## config.mk

```make
export PLATFORM = sky130hd
export DESIGN_NAME = move_sequencer
export DESIGN_NICKNAME = d
export VERILOG_FILES = /design/src/rtl/move_sequencer.sv
export SDC_FILE = /design/constraint.sdc
export NUM_CORES = 1
export LEC_CHECK = 0
export CORE_ASPECT_RATIO = 0.7
export CORE_UTILIZATION = 54
export CTS_BUF_LIST = sky130_fd_sc_hd__clkbuf_16
export DETAILED_ROUTE_END_ITERATION = 10
export PLACE_DENSITY_LB_ADDON = 0.3
export SLEW_MARGIN = 20
export SYNTH_ARGS = -nofsm -noshare
export SYNTH_HDL_FRONTEND = slang
export SYNTH_SLANG_ARGS = --single-unit
```

## constraint.sdc

```tcl
create_clock -name clock -period 4.1 [get_ports clock]
set_input_delay 0.41 -clock clock [delete_from_list [all_inputs] [get_ports clock]]
set_output_delay 0.41 -clock clock [all_outputs]
set_load 0.1 [all_outputs]
```

## src/rtl/move_sequencer.sv

```systemverilog
// Purpose : turns face/turn move commands into a start pulse, direction and step count for one
//           of six stepper drivers, waits for that driver's done, then enforces a dwell gap.
// Latency : accept -> start pulse 1 cycle; driver done seen -> move_ready GAP_CYCLES cycles.
// Backpressure: move_ready is high only in IDLE; the source holds move_valid/face/turn until taken.
// Ports   : clock, reset_n (async active-low); move_valid/move_face/move_turn/move_ready command
//           handshake; start_out/dir_out/steps_out driver command; done_in driver completion;
//           busy, move_count, bad_cmd status; timeout sticky watchdog flag (MOVE_TIMEOUT_EN only).
// Options : define MOVE_TIMEOUT_EN to add a WAIT-state watchdog of TIMEOUT_CYCLES cycles.
module move_sequencer #(
    parameter int          STEPS_PER_QUARTER = 50,
    parameter int          GAP_CYCLES        = 1000,
    parameter logic [23:0] TIMEOUT_CYCLES    = 24'd10_000_000
) (
    input  logic        clock,
    input  logic        reset_n,
    input  logic        move_valid,
    input  logic [2:0]  move_face,
    input  logic [1:0]  move_turn,
    output logic        move_ready,
    output logic [5:0]  start_out,
    output logic        dir_out,
    output logic [7:0]  steps_out,
    input  logic [5:0]  done_in,
    output logic        busy,
    output logic [15:0] move_count,
    output logic        bad_cmd
`ifdef MOVE_TIMEOUT_EN
    ,
    output logic        timeout
`endif
);

    typedef enum logic [2:0] {
        S_IDLE,
        S_START,
        S_SETTLE,
        S_WAIT,
        S_GAP
    } state_t;

    // Gap counter only has to hold GAP_CYCLES-1.
    localparam int             GW       = (GAP_CYCLES > 1) ? $clog2(GAP_CYCLES) : 1;
    localparam logic [GW-1:0]  GAP_LOAD = GW'(GAP_CYCLES - 1);
    localparam logic [7:0]     STEPS_Q  = 8'(STEPS_PER_QUARTER);

    state_t         r_state;
    state_t         w_next;
    logic [2:0]     r_face;
    logic           r_dir;
    logic [7:0]     r_steps;
    logic [15:0]    r_count;
    logic           r_bad_cmd;
    logic [GW-1:0]  r_gap;

    logic           w_accept;
    logic           w_face_bad;
    logic           w_done_sel;
    logic           w_ready_ok;
    logic           w_wd_expire;

`ifdef MOVE_TIMEOUT_EN
    logic [23:0]    r_wd_cnt;
    logic           r_timeout;

    assign w_wd_expire = (r_wd_cnt == (TIMEOUT_CYCLES - 24'd1));
    assign w_ready_ok  = ~r_timeout;
    assign timeout     = r_timeout;
`else
    logic           w_unused_timeout;

    assign w_unused_timeout = ^TIMEOUT_CYCLES;
    assign w_wd_expire      = 1'b0;
    assign w_ready_ok       = 1'b1;
`endif

    // reset_n gates ready so the sequencer never advertises readiness while held in reset.
    assign move_ready = (r_state == S_IDLE) & reset_n & w_ready_ok;
    assign w_accept   = move_valid & move_ready;
    assign w_face_bad = (move_face > 3'd5);
    assign w_done_sel = done_in[r_face];

    assign start_out  = (r_state == S_START) ? (6'b000001 << r_face) : 6'b000000;
    assign dir_out    = r_dir;
    assign steps_out  = r_steps;
    assign busy       = (r_state != S_IDLE);
    assign move_count = r_count;
    assign bad_cmd    = r_bad_cmd;

    always_comb begin
        w_next = r_state;
        case (r_state)
            S_IDLE: begin
                if (w_accept && !w_face_bad) begin
                    w_next = (move_turn == 2'd0) ? S_GAP : S_START;
                end
            end
            S_START:  w_next = S_SETTLE;
            // Driver's done from the previous move may still be high here.
            S_SETTLE: w_next = S_WAIT;
            S_WAIT: begin
                if (w_done_sel) begin
                    w_next = S_GAP;
                end else if (w_wd_expire) begin
                    w_next = S_IDLE;
                end
            end
            S_GAP: begin
                if (r_gap == '0) begin
                    w_next = S_IDLE;
                end
            end
            default: w_next = S_IDLE;
        endcase
    end

    always_ff @(posedge clock or negedge reset_n) begin
        if (!reset_n) begin
            r_state <= S_IDLE;
        end else begin
            r_state <= w_next;
        end
    end

    always_ff @(posedge clock or negedge reset_n) begin
        if (!reset_n) begin
            r_face    <= 3'd0;
            r_dir     <= 1'b0;
            r_steps   <= 8'd0;
            r_count   <= 16'd0;
            r_bad_cmd <= 1'b0;
            r_gap     <= '0;
        end else begin
            r_bad_cmd <= w_accept & w_face_bad;

            // Driver command fields only move for a real turn; they hold otherwise.
            if (w_accept && !w_face_bad && (move_turn != 2'd0)) begin
                r_face  <= move_face;
                r_dir   <= (move_turn != 2'd3);
                r_steps <= (move_turn == 2'd2) ? {STEPS_Q[6:0], 1'b0} : STEPS_Q;
            end

            if ((w_accept && !w_face_bad && (move_turn == 2'd0)) ||
                ((r_state == S_WAIT) && w_done_sel)) begin
                r_count <= r_count + 16'd1;
            end

            if ((w_next == S_GAP) && (r_state != S_GAP)) begin
                r_gap <= GAP_LOAD;
            end else if ((r_state == S_GAP) && (r_gap != '0)) begin
                r_gap <= r_gap - 1'b1;
            end
        end
    end

`ifdef MOVE_TIMEOUT_EN
    always_ff @(posedge clock or negedge reset_n) begin
        if (!reset_n) begin
            r_wd_cnt  <= 24'd0;
            r_timeout <= 1'b0;
        end else begin
            if (r_state == S_SETTLE) begin
                r_wd_cnt <= 24'd0;
            end else if (r_state == S_WAIT) begin
                r_wd_cnt <= r_wd_cnt + 24'd1;
            end
            if ((r_state == S_WAIT) && !w_done_sel && w_wd_expire) begin
                r_timeout <= 1'b1;
            end
        end
    end
`endif

endmodule

```

Word level (Yosys, flattened, before mapping)

Index checks and enable logic that the tools add are counted.

Mux-type cells: 11
Shift operators: 1
Bitwise operators: 3
Equal/unequal tests: 8
Magnitude comparators: 2
Reduce and logical (&&, ||, !) cells: 15
$add $sub $neg: 2

Operators with widths:

| cell                                                        | count |
|---|---|
| 2-to-1 mux 10 bit                                           | 2 |
| adder 16 x 1 -> 16 bit (second input constant)              | 1 |
| one-hot mux 3 bit (5 select lines)                          | 1 |
| 2-to-1 mux 3 bit                                            | 4 |
| zero test 10 bit                                            | 1 |
| nonzero test 10 bit                                         | 1 |
| subtractor 10 x 1 -> 10 bit (second input constant)         | 1 |
| 2-to-1 mux 7 bit                                            | 1 |
| == test 3 x 2 -> 1 bit (second input constant)              | 2 |
| == test 3 bit (second input constant)                       | 2 |
| logical AND 1 bit                                           | 6 |
| 2-to-1 mux 6 bit                                            | 1 |
| left shift 1 x 3 -> 6 bit (first input constant)            | 1 |
| less-than comparator 3 x 4 -> 1 bit (second input constant) | 1 |
| nonzero test 2 bit                                          | 2 |
| AND 1 bit                                                   | 3 |
| binary-select mux 1 bit (select 3 bit)                      | 1 |
| == test 3 x 1 -> 1 bit (second input constant)              | 1 |
| greater-than comparator 3 bit (second input constant)       | 1 |
| zero test 3 bit                                             | 1 |
| != test 3 bit (second input constant)                       | 1 |
| nonzero test 3 bit                                          | 1 |
| == test 2 bit (second input constant)                       | 1 |
| zero test 2 bit                                             | 1 |
| 4 further kinds                                             | 4 |

Input port bits: 14
Register bits after elaboration: 42
Logic and storage cells: 49

Depth between registers and ports, before layout

Gate-level depths: netlist (run 1).

Depth in word-level cells: 9
Gate-level depth with buffers: 6
Gate-level depth less buffers: 6

Worst setup path after synthesis (run 1)

No wires, ideal clock.

Path kind: flip-flop to output port
Start point: reg r_state[2]
End point: out start_out[0]
Required time: 3.690 ns
Buffers on the path: 0
Stages on the path, launching flop included: 4
Data arrival time: 3.065 ns
Slack: 0.625 ns
Cell sequence: dfrtp_1 -> nand2b_1 -> nor3_1 -> nor3b_1

Word-level cells in the longest chain between the ends: 2

Ends and longest elaborated chain:

| item                     | line | text |
|---|---|---|
| start: declaration       | 46   | `state_t r_state;` |
| start signal: assignment | 120  | `r_state <= w_next;` |
| == test 3 x 1 -> 1 bit   | 82   | `assign start_out = (r_state == S_START) ? (6'b000001 << r_face) : 6'b000000;` |
| 2-to-1 mux 6 bit         | 82   |  |
| end: declaration         | 20   | `output logic [5:0] start_out,` |

Every way passes these cells.

Worst setup path in the final report (run 1)

Start point: reg r_state[1]
End point: out start_out[0]

Same word-level chain as after synthesis.

==> impl_metrics.json, run 1 <==
{
  "relSlewSlack_pct": 34.5,
  "portBuffers": 44,
  "rsz0062_at_grt": "no",
  "total_power_mw": 1.93,
  "cp.required_ns": 3.69,
  "ios": 48,
  "dieArea_mm2": 0.00418,
  "status": "complete, no violations",
  "fin_setup_tns_ns": 0,
  "nets": 249,
  "yosys_warnings": 0,
  "synthFlopType": "dfrtp_1",
  "power_density_mw_per_mm2": 725,
  "vias": 1629,
  "cp_num_buf_inv": 1,
  "first_global_vias": 1463,
  "crit_path_max_incr_delay_ns": 1.16,
  "fmax_ghz": 0.335,
  "synth_edf_count": 0,
  "htreeDepth": 2,
  "antenna_cells": 0,
  "die_w_um": 76.8,
  "cts_buffers": 5,
  "routed.top_layer": "met4",
  "cts.path.max_buffers": 2,
  "vias_per_cell": 5.74,
  "drtPass1Iterations": 4,
  "overflow": 0,
  "drt_iter0_drc": 126,
  "hpwl_mm": 2.92,
  "met3_length_um": 214,
  "clkLatencyLatePin_ns": 0.28,
  "initial_utilization_pct": 58.4,
  "coreArea_mm2": 0.00363,
  "ys_types": 53,
  "critical_path.startpoint_type": "flop",
  "postLayoutCoreUtil_pct": 73.5,
  "clock-sinks": 37,
  "ys_top_cells_by_count": "37 x dfrtp_1, 15 x xor2_1, 13 x nand2_1",
  "cpMaxStageDelayCell": "clkdlybuf4s50_1",
  "setup_viol_count_final": 0,
  "critPathTopFamily": "buffers and inverters",
  "wirelength_mm": 4.20,
  "m1WireLength_mm": 2.05,
  "hold-worst-slack_ns": 0.173,
  "ys_top_cells_by_area": "dfrtp_1 44%, xor2_1 6.2%, a311oi_2 3.5%",
  "antenna_found_initial": 0,
  "wire_per_inst_um": 14.8,
  "avgSynthCellArea_um2": 10.9,
  "hold_path.class": "in2async",
  "worstSetupPathType": "reg2out",
  "drive_above_1_share_pct": 13.2,
  "period_minus_slack_ns": 2.98,
  "async_reset_ff_share_pct": 100,
  "clock_skew_ns": 0.00442,
  "synth_top_area_share_pct": 43.7,
  "synth.most_common_cell": "dfrtp_1",
  "seq_area_frac_synth_pct": 43.7,
  "final_cell_area_mm2": 0.00266,
  "p_leak_nw": 1.10,
  "crit_arrival_ns": 2.57,
  "cp_cell_sequence": "nor3_1 > nor3b_1 > clkdlybuf4s50_1",
  "seq_area_um2": 926,
  "endpoint_kind": "output pin",
  "finalHoldViolCount": 0,
  "syn_inst": 194,
  "grt_max_degree": 39,
  "cts_resized": 0,
  "die_y_um": 54.4,
  "clkSlewWorstSetupHoldPaths_ns": 0.06,
  "remaining_drc_errors": 0,
  "synth_top_cell_by_area": "dfrtp_1",
  "cts_root_buffer": "clkbuf_16",
  "multi_input_area_mm2": 0.00107,
  "grt_util_all_layers_pct": 22.1,
  "grt_pass1_wl_mm": 6.96,
  "place_congestion": 0.767,
  "cts_tree": "yes",
  "peakVddDrop_mv": 0.472,
  "tightest_slew_ns": 0.979,
  "period_share_pct": 72.8,
  "rows": 18,
  "yosys_register_bits": 37,
  "placed_area_mm2": 0.00252,
  "syn-cell-area_mm2": 0.00212,
  "final_max_slew_viol_count": 0,
  "wl_met2_mm": 1.90,
  "nFillCells": 258,
  "drtAntennaViolNets": 0,
  "post-cts-setup-buffers": 0,
  "hold_buffers": 0,
  "area_delta_synth_final_pct": 25.8,
  "maxCapViolations": 0,
  "cp_max_fo": 10
}
## worst reg2reg max path, stage by stage, from the launching register on
cell and delay [ns]:
dfrtp_1 0.49, mux4_2 0.59, nand4_4 0.25, and3_1 0.44, o211ai_1 0.15
## through the flow
step,cells,setup WS [ns]
final,284,1.12
after global routing,284,1.02
after CTS,284,1.11
after detailed placement,276,1.41
after global placement,276,1.45
after floorplan,196,0.625
## state kept, by name, summed over array words and instances (netlist names)
signal / flops
r_face: 3
steps_out: 3
dir_out: 1
r_gap: 10
r_state: 3
move_count: 16
bad_cmd: 1
## per-layer routing
layer	track usage, %	vias to the layer above
li1	-	791
met1	30.6	786
met2	34.5	47
met3	5.83	5
met4	6.41	0
met5	0	-
## area by class of cell
type                            instances  area share (%)
Sequential cell                        37            34.8
Inverter                                6           0.845
Timing Repair Buffer                   45            16.5
Tap cell                               50            2.35
Multi-Input combinational cell        138            40.2
Clock buffer                            5            4.70
Clock inverter                          3           0.658
## kinds of logic (layout without fill, tap and decap cells)
group / count (synthesis) / in the layout / share of synthesized area (%)
buffers and inverters: 21 / 59 / 6.09
AND/OR/NAND/NOR: 75 / 75 / 23.4
multiplexers: 6 / 6 / 3.72
AO/OA/AOI/OAI: 35 / 35 / 14.7
adder cells (fa/ha/maj): 2 / 2 / 1.18
flip-flops: 37 / 37 / 43.7
other: 1 / 3 / 0.177
XOR/XNOR: 17 / 17 / 7.03
## where the power goes
part / switching, mW / internal (mW)
logic: 0.722 / 0.255
registers: 0.134 / 0.457
clock network: 0.140 / 0.222
## layout by cell type (no fill, tap or decap), types with 4 or more instances in the layout
master / netlist / layout
a311oi_1: 4 / 4
o31ai_1: 4 / 4
and3_1: 7 / 7
or3_1: 5 / 5
dfrtp_1: 37 / 37
nand3_1: 9 / 9
a31oi_1: 6 / 6
nand4_1: 6 / 6
nor2_1: 7 / 7
or4_1: 4 / 4
clkbuf_16: 0 / 5
mux2_1: 4 / 4
xor2_1: 15 / 15
a311oi_2: 5 / 5
clkdlybuf4s50_1: 0 / 42
inv_1: 6 / 6
a21oi_1: 5 / 5
nand2_1: 13 / 13
## worst paths after layout
path | end | slack [ns] | cells past startpoint | from
worst max-delay path | start_out[0] | 1.12 | 3 | r_state[1]
worst min-delay path | move_count[15] | 0.17 | 2 | reset_n
worst min register to register | move_count[15] | 0.47 | 1 | move_count[15]
max in group asynchronous | r_gap[2] | 3.59 | 2 | reset_n
min in group clock | move_count[15] | 0.47 | 1 | move_count[15]
worst max register to register | r_gap[1] | 2.04 | 4 | r_face[0]
(Power assumes the default switching activity.)
==> inputs of run 2 (changes only) <==
- CORE_UTILIZATION: 54 -> 50
- clock period: 4.1 -> 3 ns (I/O delays scaled with it)
==> run 2 against run 1 <==
  * Non-clock buffer count unchanged
  * Global-route usage decreased by 0.78 points
  * Power increased by 35%
  * Core utilization decreased by 8.3 points
  * Cell area decreased by 2.3%
  * Clock-buffer cell count unchanged
  * Worst setup slack got worse by 0.20 ns
  * First-iteration DRC count decreased by 28%
  * Register-to-register slack got worse by 1.1 ns
  * Routed wire length increased by 0.12%
  * Largest cell class unchanged
  * Largest power group unchanged
==> impl_metrics.json, run 2 (synthesis gave the netlist of run 1 again) <==
{
  "cts_root_buffer": "clkbuf_16",
  "m1WireLength_mm": 2.08,
  "worstSetupPathType": "reg2out",
  "rows": 19,
  "final_common_cell": "dfrtp_1",
  "hold_path.class": "in2async",
  "clkLatencyLatePin_ns": 0.28,
  "cpMaxStageDelayCell": "clkdlybuf4s50_1",
  "period_minus_slack_ns": 2.09,
  "grt_pass1_wl_mm": 7.23,
  "critPathTopFamily": "buffers and inverters",
  "relSlewSlack_pct": 35.0,
  "nets": 249,
  "cts_resized": 0,
  "post-cts-setup-buffers": 0,
  "cp.required_ns": 2.70,
  "routed.top_layer": "met4",
  "wirelength_mm": 4.21,
  "status": "complete, no violations",
  "wl_met2_mm": 1.83,
  "hpwl_mm": 2.97,
  "drtPass1Iterations": 4,
  "area_delta_synth_final_pct": 22.9,
  "ios": 48,
  "peakVddDrop_mv": 0.869,
  "clock_skew_ns": 0.00488,
  "hold_buffers": 0,
  "fin_setup_tns_ns": 0,
  "die_y_um": 56.4,
  "cts_tree": "yes",
  "antenna_found_initial": 0,
  "finalHoldViolCount": 0,
  "cp_num_buf_inv": 1,
  "vias_per_cell": 5.75,
  "grt_max_degree": 38,
  "cp_cell_sequence": "clkdlybuf4s50_1",
  "cts_buffers": 5,
  "p_leak_nw": 1.14,
  "place_congestion": 0.806,
  "layout_common_cells": "37 x dfrtp_1, 26 x buf_4, 18 x clkdlybuf4s50_1, 15 x xor2_1, 13 x nand2_1",
  "vias": 1640,
  "drive_above_1_share_pct": 22.7,
  "die_w_um": 79.8,
  "power_density_mw_per_mm2": 1000,
  "period_share_pct": 69.5,
  "drtAntennaViolNets": 0,
  "portBuffers": 44,
  "clock-sinks": 37,
  "htreeDepth": 2,
  "grt_util_all_layers_pct": 21.3,
  "hold-worst-slack_ns": 0.0977,
  "initial_utilization_pct": 53.0,
  "endpoint_kind": "output pin",
  "cp_max_fo": 3,
  "remaining_drc_errors": 0,
  "cts.path.max_buffers": 2,
  "first_global_vias": 1502,
  "rsz0062_at_grt": "no",
  "coreArea_mm2": 0.00399,
  "dieArea_mm2": 0.00450,
  "met3_length_um": 221,
  "critical_path.startpoint_type": "flop",
  "antenna_cells": 0,
  "crit_path_max_incr_delay_ns": 1.14,
  "tightest_slew_ns": 0.972,
  "final_max_slew_viol_count": 0,
  "drt_iter0_drc": 91,
  "largest_reg_flops": 16,
  "wire_per_inst_um": 14.8,
  "overflow": 0,
  "crit_arrival_ns": 1.79,
  "clkSlewWorstSetupHoldPaths_ns": 0.05,
  "maxCapViolations": 0,
  "setup_viol_count_final": 0,
  "fmax_ghz": 0.480
}
run 2: final cells by class:
class | count | area [um^2]
tap | 52 | 65.1
inverter | 6 | 22.5
clock buffer | 5 | 125
fill | 314 | 1390
multi-input combinational | 138 | 1070
clock inverter | 2 | 7.51
sequential | 37 | 926
timing repair buffer | 45 | 380
run 2: routing by layer:
metal / up-vias / GRT usage, %
met1: 792 / 30.9
met4: 0 / 8.42
li1: 795 / -
met2: 45 / 30.0
met3: 8 / 5.69
met5: - / 0
run 2: worst paths after layout:
path / startpoint / endpoint / slack [ns] / cells past startpoint
worst max-delay path: steps_out[4] / steps_out[4] / 0.91 / 1
worst min-delay path: reset_n / steps_out[5] / 0.1 / 2
worst max register to register: r_face[0] / r_gap[1] / 0.94 / 4
worst min register to register: move_count[15] / move_count[15] / 0.47 / 1
max in group asynchronous: reset_n / r_gap[4] / 2.57 / 2
min in group clock: reset_n / bad_cmd / 0.42 / 4
run 2: where the power goes:
part	internal [mW]	switching, mW
Combinational	0.329	0.980
Sequential	0.624	0.191
Clock	0.296	0.181
Total	1.25	1.35
run 2: stage by stage:
stage               setup slack [ns]  utilization (%)  area [um^2]  power [mW]  cells
floorplan                      0.372                -         2130        1.90    196
global placement               0.868             61.8         2470        2.11    278
detailed placement             0.831             61.8         2470        2.13    278
CTS                            0.906             65.1         2600        2.62    285
global route                   0.814             65.1         2600        2.73    285
finish                         0.915             65.1         2600        2.60    285
==> inputs of run 3 (changes only) <==
- CORE_UTILIZATION: 50 -> 45
- clock period: 3 -> 1.8 ns (I/O delays scaled with it)
==> run 3 against run 2 <==
  * The flow now finishes with violations (design-rule violations)
  * First-iteration DRC count increased by 21%
  * Flip-flop and latch count unchanged
  * Clock power increased by 140%
  * Routed wire length increased by 18%
  * Clock skew about the same
  * Sequential share of layout area decreased by 5.9 points
==> impl_metrics.json, run 3 (synthesis gave the netlist of run 1 again) <==
{
  "fin_setup_tns_ns": 0,
  "cpMaxStageDelayCell": "dfrtp_2",
  "period_share_pct": 98.6,
  "remaining_drc_errors": 10,
  "die_w_um": 84.0,
  "clock-sinks": 37,
  "setup_viol_count_final": 0,
  "initial_utilization_pct": 47.8,
  "drt_iter0_drc": 110,
  "min_to": "steps_out[5]",
  "rsz0062_at_grt": "yes",
  "violations": "design-rule violations",
  "worst_r2r_endpoint": "move_count[6]",
  "area_delta_synth_final_pct": 47.8,
  "clkLatencyLatePin_ns": 0.28,
  "seq_area_um2": 930,
  "portBuffers": 44,
  "htreeDepth": 2,
  "cts.path.max_buffers": 2,
  "cts_buffers": 5,
  "hold_path.class": "reg2reg",
  "vias": 1730,
  "nFillCells": 325,
  "rrSetupSlack_ns": 0.03,
  "critical_path.startpoint_type": "flop",
  "crit_arrival_ns": 1.98,
  "power_density_mw_per_mm2": 1670,
  "antenna_found_initial": 0,
  "worstSetupPathType": "reg2reg",
  "grt_max_degree": 38,
  "hold-worst-slack_ns": 0.474,
  "drtAntennaViolNets": 0,
  "clkSlewWorstSetupHoldPaths_ns": 0.06,
  "period_minus_slack_ns": 1.77,
  "cp_cell_sequence": "nor4b_4 > nand4_4 > buf_4 > a311oi_1 > xor2_1",
  "dieArea_mm2": 0.00499,
  "multi_input_area_mm2": 0.00115,
  "fin_ws_ns": 0.0256,
  "antenna_cells": 0,
  "fmax_ghz": 0.564,
  "hpwl_mm": 3.44,
  "nets": 280,
  "crit_path_max_incr_delay_ns": 0.47,
  "grt_pass1_wl_mm": 7.84,
  "reg2reg_from": "r_state[1]",
  "endpoint_kind": "flop",
  "clock_skew_ns": 0.00511,
  "first_global_vias": 1515,
  "maxCapViolations": 0,
  "drive_above_1_share_pct": 40.4,
  "holdCritStartpoint": "steps_out[5]",
  "finalHoldViolCount": 0,
  "cp.required_ns": 2.00,
  "fin_cells": 320,
  "cp_max_fo": 7,
  "largest_reg_flops": 16,
  "drtPass1Iterations": 7,
  "final_common_cell": "buf_4",
  "ios": 48,
  "vias_per_cell": 5.41,
  "wirelength_mm": 4.95,
  "p_leak_nw": 1.39,
  "overflow": 0,
  "final_max_slew_viol_count": 0,
  "die_y_um": 59.4,
  "layout_common_cells": "49 x buf_4, 34 x dfrtp_1, 15 x xor2_1, 13 x nand2_1, 13 x buf_12",
  "min_path_cells": 1,
  "placed_cells": 305,
  "peakVddDrop_mv": 1.38,
  "status": "finished, violations left",
  "cts_root_buffer": "clkbuf_16",
  "rows": 20,
  "coreArea_mm2": 0.00443,
  "r2r.worst_path.cells": 5,
  "grt_util_all_layers_pct": 20.6,
  "wire_per_inst_um": 15.5,
  "place_congestion": 0.837,
  "cts_tree": "yes",
  "pre_cts_ws_ns": -0.0664,
  "total_power_mw": 5.23
}
-- run 3: cell types whose count changed in the layout (fill, tap and decap cells not counted), sizes merged --
cell,change
inv,-1
clkdlybuf4s50,-6
dlygate4sd3,+1
buf,+36
bufinv,+2
-- run 3: worst max-delay path: cells and delay by family, from the launching register on --
family / cells / cell delay [ns]
AOI/OAI and AO/OA: 1 / 0.30
xor gates and xnor gates: 1 / 0.17
buffers and inverters: 1 / 0.19
DFF: 1 / 0.47
and+or+nand+nor: 2 / 0.56
-- run 3: area by class of cell --
type,instances,share of cell area (%)
clock inverters,3,2.08
multi-input cells,138,36.9
repair buffers,76,24.4
inverters,6,0.720
flip-flops and latches,37,29.7
clock buffers,5,4.00
well taps,55,2.20
-- run 3: worst max-delay path by stage --
| stage | startpoint | end | slack, ns |
|---|---|---|---|
| after CTS | r_state[2] | start_out[0] | 0.01 |
| after global routing | r_state[2] | move_count[10] | -0.07 |
| after detailed placement | done_in[1] | move_count[6] | -0.07 |
| after global placement | done_in[3] | move_count[15] | -0.03 |
| final | r_state[1] | move_count[6] | 0.03 |
| after floorplan | r_state[1] | r_face[0] | -0.77 |
-- run 3: per-layer routing --
metal	global-route usage, %	share of wire [%]
met1	32.0	51
met2	28.3	43
met3	4.87	5.5
met4	5.91	0.40
met5	0	0
-- run 3: what timing repair did --
item,in CTS,in global routing
endpoints found under the hold margin,37,0
endpoints found under the setup margin,5,18
pin swaps,0,9
gates resized for setup,4,5
hold buffers,1,0
buffers inserted,0,6
-- run 3: metrics by stage --
stage | util (%) | area (um^2)
3_3_place_gp | 64.0 | 2830
6_report | 70.6 | 3130
4_1_cts | 68.9 | 3050
5_1_grt | 70.6 | 3130
3_5_place_dp | 64.0 | 2830
2_1_floorplan | - | 2190
-- run 3: power by group --
part / total [mW] / leakage, nW / internal (mW) / switching, mW
sequential: 1.33 / 0.443 / 1.05 / 0.285
clock: 1.13 / 0.0938 / 0.791 / 0.336
combinational: 2.77 / 0.851 / 0.913 / 1.86
total: 5.23 / 1.39 / 2.75 / 2.48
